`config.mk`:
```
export PLATFORM = sky130hd
export DESIGN_NAME = supercar_scanner
export DESIGN_NICKNAME = d
export VERILOG_FILES = /design/src/rtl/supercar_pkg.sv /design/src/rtl/supercar_scanner.sv
export SDC_FILE = /design/constraint.sdc
export NUM_CORES = 1
export LEC_CHECK = 0
export BUFFER_PORTS_ARGS = -buffer_cell sky130_fd_sc_hd__buf_2
export CAP_MARGIN = 20
export CORE_ASPECT_RATIO = 1.1
export CORE_MARGIN = 4
export CORE_UTILIZATION = 27
export CTS_CLUSTER_SIZE = 25
export DETAILED_ROUTE_END_ITERATION = 6
export PLACE_DENSITY = 0.53
export SYNTH_ARGS = -nofsm -noshare
export SYNTH_HDL_FRONTEND = slang
export SYNTH_SLANG_ARGS = --single-unit
```
`constraint.sdc`:
```
create_clock -name clk -period 2.5 [get_ports clk]
set_input_delay 0.375 -clock clk [delete_from_list [all_inputs] [get_ports clk]]
set_output_delay 0.375 -clock clk [all_outputs]
set_load 0.01 [all_outputs]
```
`src/rtl/supercar_pkg.sv`:
```
// rtl/supercar_pkg.sv - shared state encoding and mode/direction constants for the LED scanner
package supercar_pkg;

    typedef enum logic [2:0] {
        IDLE,
        MOVE_UP,
        DWELL_HI,
        MOVE_DN,
        DWELL_LO
    } state_t;

    localparam logic MODE_BOUNCE = 1'b0;
    localparam logic MODE_WRAP   = 1'b1;
    localparam logic DIR_UP      = 1'b0;
    localparam logic DIR_DN      = 1'b1;

endpackage

```
`src/rtl/supercar_scanner.sv`:
```
// rtl/supercar_scanner.sv - step-driven bounce/wrap LED scanner with trail and end dwell
module supercar_scanner
    import supercar_pkg::*;
#(
    parameter int N_LEDS = 8,
    parameter int TRAIL  = 2,
    parameter int DWELL  = 1
) (
    input  logic                      clk,
    input  logic                      rst,
    input  logic                      en,
    input  logic                      p_e,
    input  logic                      mode,
    output logic [N_LEDS-1:0]         leds,
    output logic [$clog2(N_LEDS)-1:0] pos,
    output logic                      dir,
    output logic                      end_p
);

    localparam int PW = $clog2(N_LEDS);
    localparam int CW = ($clog2(DWELL + 1) > 0) ? $clog2(DWELL + 1) : 1;
    localparam logic [PW-1:0] LAST = PW'(N_LEDS - 1);

    state_t        state;
    logic          cur_mode;
    logic [CW-1:0] cnt;
    logic [PW-1:0] pos_inc;
    logic [PW-1:0] pos_dec;

    // Head plus TRAIL bits behind it; wrap folds indices, bounce clips them.
    function automatic logic [N_LEDS-1:0] trail_mask(input logic [PW-1:0] p,
                                                     input logic d,
                                                     input logic m);
        logic [N_LEDS-1:0] mk;
        int idx;
        mk = '0;
        for (int k = 0; k <= TRAIL; k++) begin
            idx = (d == DIR_UP) ? int'(p) - k : int'(p) + k;
            if (m == MODE_WRAP)
                idx = (idx + N_LEDS) % N_LEDS;
            if (idx >= 0 && idx < N_LEDS)
                mk[idx[PW-1:0]] = 1'b1;
        end
        return mk;
    endfunction

    always_comb begin
        pos_inc = pos + PW'(1);
        pos_dec = pos - PW'(1);
    end

    always_ff @(posedge clk) begin
        end_p <= 1'b0;
        if (!rst) begin
            state    <= IDLE;
            pos      <= '0;
            dir      <= DIR_UP;
            leds     <= '0;
            cnt      <= '0;
            cur_mode <= MODE_BOUNCE;
        end else if (en) begin
            case (state)
                IDLE: begin
                    state    <= MOVE_UP;
                    pos      <= '0;
                    dir      <= DIR_UP;
                    cnt      <= '0;
                    cur_mode <= mode;
                    leds     <= trail_mask('0, DIR_UP, mode);
                end
                MOVE_UP: if (p_e) begin
                    // Only reachable at LAST while wrapping.
                    if (pos == LAST) begin
                        pos  <= '0;
                        leds <= trail_mask('0, DIR_UP, cur_mode);
                    end else begin
                        pos  <= pos_inc;
                        leds <= trail_mask(pos_inc, DIR_UP, cur_mode);
                        if (pos_inc == LAST) begin
                            end_p    <= 1'b1;
                            cur_mode <= mode;
                            if (mode == MODE_BOUNCE) begin
                                cnt <= '0;
                                if (DWELL == 0) begin
                                    state <= MOVE_DN;
                                    dir   <= DIR_DN;
                                end else begin
                                    state <= DWELL_HI;
                                end
                            end
                        end
                    end
                end
                DWELL_HI: if (p_e) begin
                    if (int'(cnt) + 1 >= DWELL) begin
                        state <= MOVE_DN;
                        dir   <= DIR_DN;
                    end else begin
                        cnt <= cnt + CW'(1);
                    end
                end
                MOVE_DN: if (p_e) begin
                    if (pos == '0) begin
                        pos  <= LAST;
                        leds <= trail_mask(LAST, DIR_DN, cur_mode);
                    end else begin
                        pos  <= pos_dec;
                        leds <= trail_mask(pos_dec, DIR_DN, cur_mode);
                        if (pos_dec == '0) begin
                            end_p    <= 1'b1;
                            cur_mode <= mode;
                            if (mode == MODE_BOUNCE) begin
                                cnt <= '0;
                                if (DWELL == 0) begin
                                    state <= MOVE_UP;
                                    dir   <= DIR_UP;
                                end else begin
                                    state <= DWELL_LO;
                                end
                            end
                        end
                    end
                end
                DWELL_LO: if (p_e) begin
                    if (int'(cnt) + 1 >= DWELL) begin
                        state <= MOVE_UP;
                        dir   <= DIR_UP;
                    end else begin
                        cnt <= cnt + CW'(1);
                    end
                end
                default: state <= IDLE;
            endcase
        end
    end

endmodule

```
Word level (Yosys, flattened, before mapping)
Cells that the tools add are included.
Cells by class
  add/subtract/negate cells: 14
  $lt $le $gt $ge: 61
  equal/unequal tests: 20
  mux-type cells: 224
  bitwise operators: 16
  reduce and logical (&&, ||, !) cells: 49
Operators with widths (number)
  32-bit two-way mux: 79
  8-bit two-way mux: 65
  32-bit by 1-bit >= comparator with 1-bit output (second input constant): 15
  32-bit by 5-bit less-than comparator with 1-bit output (second input constant): 15
  8-bit OR: 10
  3-bit by 4-bit less-than comparator with 1-bit output (second input constant): 15
  3-bit two-way mux: 16
  1-bit demux with 3-bit select: 15
  3-bit by 1-bit >= comparator with 1-bit output (second input constant): 15
  1-bit two-way mux: 40
  1-bit logical AND: 30
  2-bit inequality test (second input constant): 13
  8-bit case mux with 3 select lines: 1
  3-bit OR reduction: 6
  3-bit by 1-bit adder with 3-bit output (second input constant): 5
  3-bit case mux with 5 select lines: 1
  13-bit AND reduction: 1
  4-bit by 5-bit adder with 6-bit output (second input constant): 2
  10-bit AND reduction: 1
  3-bit equality test (second input constant): 3
  3-bit zero test: 3
  3-bit case mux with 3 select lines: 1
  4-bit two-way mux: 2
  8-bit AND reduction: 1
  22 further kinds: 29
Storage, ports and cells
  register bits: 18
  input bits: 5
  word-level logic and storage cells: 391

Logic depth before layout (Yosys ltp)
  depth after elaboration: 32
  depth in mapped cells: 10

Worst setup path before layout
No wires, ideal clock.
  path type: reg-to-reg
  start point: register pos[0]
  end point: register leds[6]
  setup time: 122 ps
  arrival: 2006 ps
  required time: 2378 ps
  path slack: 372 ps
  stages on the path, launching flop included: 9
  path buffers: 3
  clock period less this slack: 2128 ps
  cell sequence: dfxtp_1 > buf_2 > inv_1 > ha_1 > buf_2 > buf_2 > a221o_1 > a221oi_1 > nor2_1
Between the ends
  longest elaborated chain between the ends: 30
  elaborated cells on any way between the ends: 145
  those cells by class: add/sub (12); order compare (24); eq/ne (1); mux (79); bitwise (10); reduce/logical (19)
Ends and longest elaborated chain
  start: declaration: RTL line supercar_scanner.sv:15  | output logic [$clog2(N_LEDS)-1:0] pos,
  start signal: assignment: RTL line supercar_scanner.sv:77  | pos <= pos_inc;
  start signal: assignment: RTL line supercar_scanner.sv:107  | pos <= pos_dec;
  3-bit by 1-bit subtractor with 3-bit output / 3-bit by 1-bit adder with 3-bit output (equally long branches): RTL line supercar_scanner.sv:49, supercar_scanner.sv:48
  3-bit by 1-bit adder with 3-bit output: RTL line supercar_scanner.sv:40  | idx = (idx + N_LEDS) % N_LEDS;
  3-bit OR reduction (no source line) / 32-bit two-way mux (equally long branches)
  1-bit AND (no source line), or another cell as far along
  32-bit two-way mux (on tied branches): RTL line supercar_scanner.sv:39, supercar_scanner.sv:102, supercar_scanner.sv:71
  32-bit two-way mux (on tied branches): RTL line supercar_scanner.sv:103, supercar_scanner.sv:62, supercar_scanner.sv:73
  32-bit two-way mux (on tied branches): RTL line supercar_scanner.sv:102, supercar_scanner.sv:61, supercar_scanner.sv:71
  32-bit two-way mux (on tied branches): RTL line supercar_scanner.sv:62, supercar_scanner.sv:54
  [14 not listed]
  8-bit two-way mux: RTL line supercar_scanner.sv:62  | case (state)
  8-bit two-way mux: RTL line supercar_scanner.sv:61  | end else if (en) begin
  8-bit two-way mux: RTL line supercar_scanner.sv:54  | if (!rst) begin
  8-bit OR (no source line)
  8-bit two-way mux: RTL line supercar_scanner.sv:41  | if (idx >= 0 && idx < N_LEDS)
  8-bit two-way mux (on tied branches): RTL line supercar_scanner.sv:103, supercar_scanner.sv:73
  8-bit two-way mux (on tied branches): RTL line supercar_scanner.sv:102, supercar_scanner.sv:71
  8-bit case mux with 3 select lines *: RTL line supercar_scanner.sv:62
  end signal: assignment: RTL line supercar_scanner.sv:69  | leds <= trail_mask('0, DIR_UP, mode);
  end signal: assignment: RTL line supercar_scanner.sv:105  | leds <= trail_mask(LAST, DIR_DN, cur_mode);
  end signal: assignment: RTL line supercar_scanner.sv:108  | leds <= trail_mask(pos_dec, DIR_DN, cur_mode);
  end: declaration: RTL line supercar_scanner.sv:14  | output logic [N_LEDS-1:0] leds,
Every way passes the cells marked *; elsewhere a longest branch is shown, timed or not. The select of a mux whose other input is x is not followed.
A chain may end at the register's enable or synchronous reset.

Final worst setup path
  start point: register pos[0]
  end point: register state[1]
Between the ends
  longest elaborated chain between the ends: 4
  elaborated cells on any way between the ends: 11
  those cells by class: add/sub (2); eq/ne (6); reduce/logical (3)
Ends and longest elaborated chain
  3-bit by 1-bit adder with 3-bit output / 3-bit by 1-bit subtractor with 3-bit output (equally long branches): RTL line supercar_scanner.sv:48, supercar_scanner.sv:49
  3-bit equality test / 3-bit zero test (equally long branches): RTL line supercar_scanner.sv:79, supercar_scanner.sv:109
  2-bit inequality test (no source line)
  13-bit AND reduction (no source line) *
  end signal: assignment: RTL line supercar_scanner.sv:55  | state <= IDLE;
  end signal: assignment: RTL line supercar_scanner.sv:85  | state <= MOVE_DN;
  end signal: assignment: RTL line supercar_scanner.sv:88  | state <= DWELL_HI;
  end: declaration: RTL line supercar_scanner.sv:24  | state_t state;
Every way passes the cells marked *; elsewhere a longest branch is shown, timed or not.

==> summary.md <==
| Metric | Value |
|---|---|
| Vias in the first global route | 1396 |
| Area Growth Syn to Fin | 13.6% |
| HP Class | input port to flip-flop |
| Critical Path AT | 2480 ps |
| Psw | 637 uW |
| Clock Skews | 1.48 ps |
| Comb pwr share | 54.5% |
| Number of DRC markers in iteration 0 | 109 |
| Largest net degree at the start of global routing | 26 |
| Starting density of the core | 27.9% |
| Total gr overflow | 0 |
| Final Cycle Share | 91.4% |
| Slew @ Worst Pin | 657 ps |
| H-tree depth | 1 |
| Total core area | 5360 um^2 |
| RSZ-0062 raised after global routing | no |
| GR Util All Layers | 12.9% |
| Synth Cell Area | 1500 um^2 |
| Fin crit period | 2290 ps |
| Crit Path Max Fanout | 12 |
| # DRC | 0 |
| Die Y-Extent | 86.0 um |
| Register area share after synthesis | 22.8% |
| Routed wire per std cell | 14.1 um |
| CP startpoint | pos[0] |
| I/O Buffers | 17 |
| Post-CTS Setup Repair Bufs | 0 |
| Root Buffer | clkbuf_8 |
| First-pass DRT Iterations | 4 |
| Wirelength, routed | 4100 um |
| Clock Sink Count | 17 |
| CP endpoint kind | flip-flop |
| Endpoints failing hold | 0 |
| Sw Ratio | 46.2% |
| Seq pwr share | 29.8% |
| VDD IR-drop max | 0.321 mV |
| # fillers | 597 |
| Outcome | finished, final reports clean |
| CTS Buf Count | 3 |
| Number of synthesized flops with an enable pin | 0 |
| Final slew viol count | 0 |
| Ant diodes | 0 |
| #FFs+latches synth | 17 |
| Placed cell count | 286 |
| Internal power | 740 uW |
| WS Path Type | flip-flop to flip-flop |
| CP cell instances | ha_1 > ha_1 > buf_4 > nor4bb_1 > a211o_1 > nand3_2 > mux2i_1 > a21boi_1 |
| Synthesized area per cell | 7.40 um^2 |
| Slowest stage delay, CP | 510 ps |
| I/O pin cnt | 18 |
| Hold path start | mode |
| Reg clk slew, reported paths | 70 ps |
| First-pass GRT wire length | 7030 um |
| Tot Pwr | 1380 uW |
| CTS resizes | 0 |
| Main flop type after synthesis | dfxtp_1 |
| DP Wirelength | 2990 um |
| Die extent in x | 79.0 um |
| GP Congestion | 0.902 |
| Setup violators final | 0 |
| Finished Layout Cells | 290 |
| Syn nets | 213 |
| Hold buffers post-CTS | 0 |
| Drt via density | 5.18 |
| Leak | 0.000658 uW |
| Critical path's slowest cell | ha_1 |
| Die area | 6790 um^2 |
| FMAX | 0.438 GHz |
| Share of cells above drive strength 1 | 17.2% |
| WP data required | 2690 ps |
| Synth Instances | 202 |
| Site Rows | 28 |
| Slew headroom | 56.2% |
| Routed vias | 1502 |
| Ys Warns | 0 |
| Pwr dens | 811 nW/um^2 |
| Routed Antenna Nets | 0 |
| Initial antenna violation count | 0 |
| Clock Latency Late Sink | 260 ps |
| Clock power share | 15.7% |
| Final net count | 227 |
| Synth cell types | 50 |
| Worst path most repeated cell | ha_1 |
| CTS max path bufs | 2 |
| CTS tree | built |
| Ys async rst share | 0% |
| Setup TNS | 0 ps |
| Reg-to-Reg Start | pos[0] |
| Max_cap viols | 0 |
| Setup crit start kind | flip-flop |
[state kept, by name, summed over array words and instances (netlist names)]
register,count
pos,3
state,3
dir,1
leds,8
cur_mode,1
end_p,1
[per-layer routing]
metal	routed length [um]	up-vias	track usage (%)	share of wire, %
li1	-	765	-	-
met1	1890	682	17.5	46
met2	1870	51	21.1	45
met3	297	4	2.94	7.2
met4	48	0	2.34	1.2
met5	0	-	0	0
[layout make-up]
class,count,area [um^2],area share (%)
multi-input combinational,164,1050,61.9
sequential,17,340,20.0
timing repair buffer,26,153,8.99
tap,75,93.8,5.53
clock buffer,4,45.0,2.65
inverter,4,15.0,0.884
[Yosys cell counts, drive strengths merged, types with 2 or more instances]
master	n	area (um^2)
o21ai	21	105
nand2	18	67.6
dfxtp	17	340
buf	14	77.6
nor2	12	45.0
a21oi	11	55.1
nor2b	9	56.3
nand2b	8	52.6
nand3	8	45.0
nor3	8	51.3
a31oi	7	43.8
ha	6	75.1
inv	4	15.0
o211ai	4	35.0
o22ai	4	25.0
a211oi	3	22.5
a21o	3	22.5
and3b	3	26.3
clkbuf	3	11.3
nand3b	3	22.5
o21a	3	22.5
a2111oi	2	23.8
a211o	2	17.5
a21boi	2	15.0
a221oi	2	17.5
a22oi	2	15.0
and2	2	12.5
nand4	2	12.5
nor3b	2	15.0
nor4bb	2	20.0
or2	2	12.5
xnor2	2	17.5
[logic make-up (layout without fill, tap and decap cells)]
| group | after synthesis | after routing | synth area share (%) |
|---|---|---|---|
| buf+inv | 21 | 34 | 6.94 |
| fa+ha+maj | 6 | 6 | 5.02 |
| simple gates | 84 | 84 | 32.3 |
| compound gates | 70 | 70 | 30.5 |
| flops | 17 | 17 | 22.8 |
| mux | 1 | 1 | 0.669 |
| xor+xnor | 3 | 3 | 1.76 |
[through the flow]
stage / instance area, um^2 / util [%] / hold slack (ps) / worst slack (ps)
after global placement: 1650 / 30.8 / 489 / 219
after global routing: 1700 / 31.7 / 437 / 41.0
after CTS: 1700 / 31.7 / 395 / 203
final: 1700 / 31.7 / 392 / 214
after detailed placement: 1650 / 30.8 / 484 / 247
after floorplan: 1500 / - / 508 / 372
[critical path: cells and delay by family (launching register included)]
family	cells	cell delay [ps]
flops	1	370
buf+inv	1	220
fa+ha+maj	2	770
compound gates	2	350
simple gates	2	370
mux	1	150
[power by group through the flow]
stage	registers, uW	clock network [uW]	logic, uW
floorplan	391	0	570
CTS	411	225	750
global route	429	237	842
global placement	416	0	751
finish	410	216	750
detailed placement	417	0	742
[placed cells by master (no fill, tap or decap), drive strengths merged, types with 2 or more instances in the layout]
| cell | n |
|---|---|
| a2111oi | 2 |
| o211ai | 4 |
| a31oi | 7 |
| dfxtp | 17 |
| nand4 | 2 |
| a21oi | 11 |
| nor2b | 9 |
| nor2 | 12 |
| nor4bb | 2 |
| xnor2 | 2 |
| ha | 6 |
| o22ai | 4 |
| and3b | 3 |
| nand2b | 8 |
| clkbuf | 4 |
| nor3 | 8 |
| a21o | 3 |
| inv | 4 |
| buf | 26 |
| a21boi | 2 |
| and2 | 2 |
| nor3b | 2 |
| nand3b | 3 |
| o21a | 3 |
| or2 | 2 |
| a22oi | 2 |
| a211o | 2 |
| a211oi | 3 |
| nand3 | 8 |
| nand2 | 18 |
| a221oi | 2 |
| o21ai | 21 |
[worst paths after layout]
check | to | slack (ps) | depth (start not counted)
setup / recovery | state[1] | 210 | 8
hold / removal | cur_mode | 390 | 3
setup reg to reg | state[1] | 210 | 8
hold reg to reg | dir | 490 | 2
(Power assumes the default switching activity.)
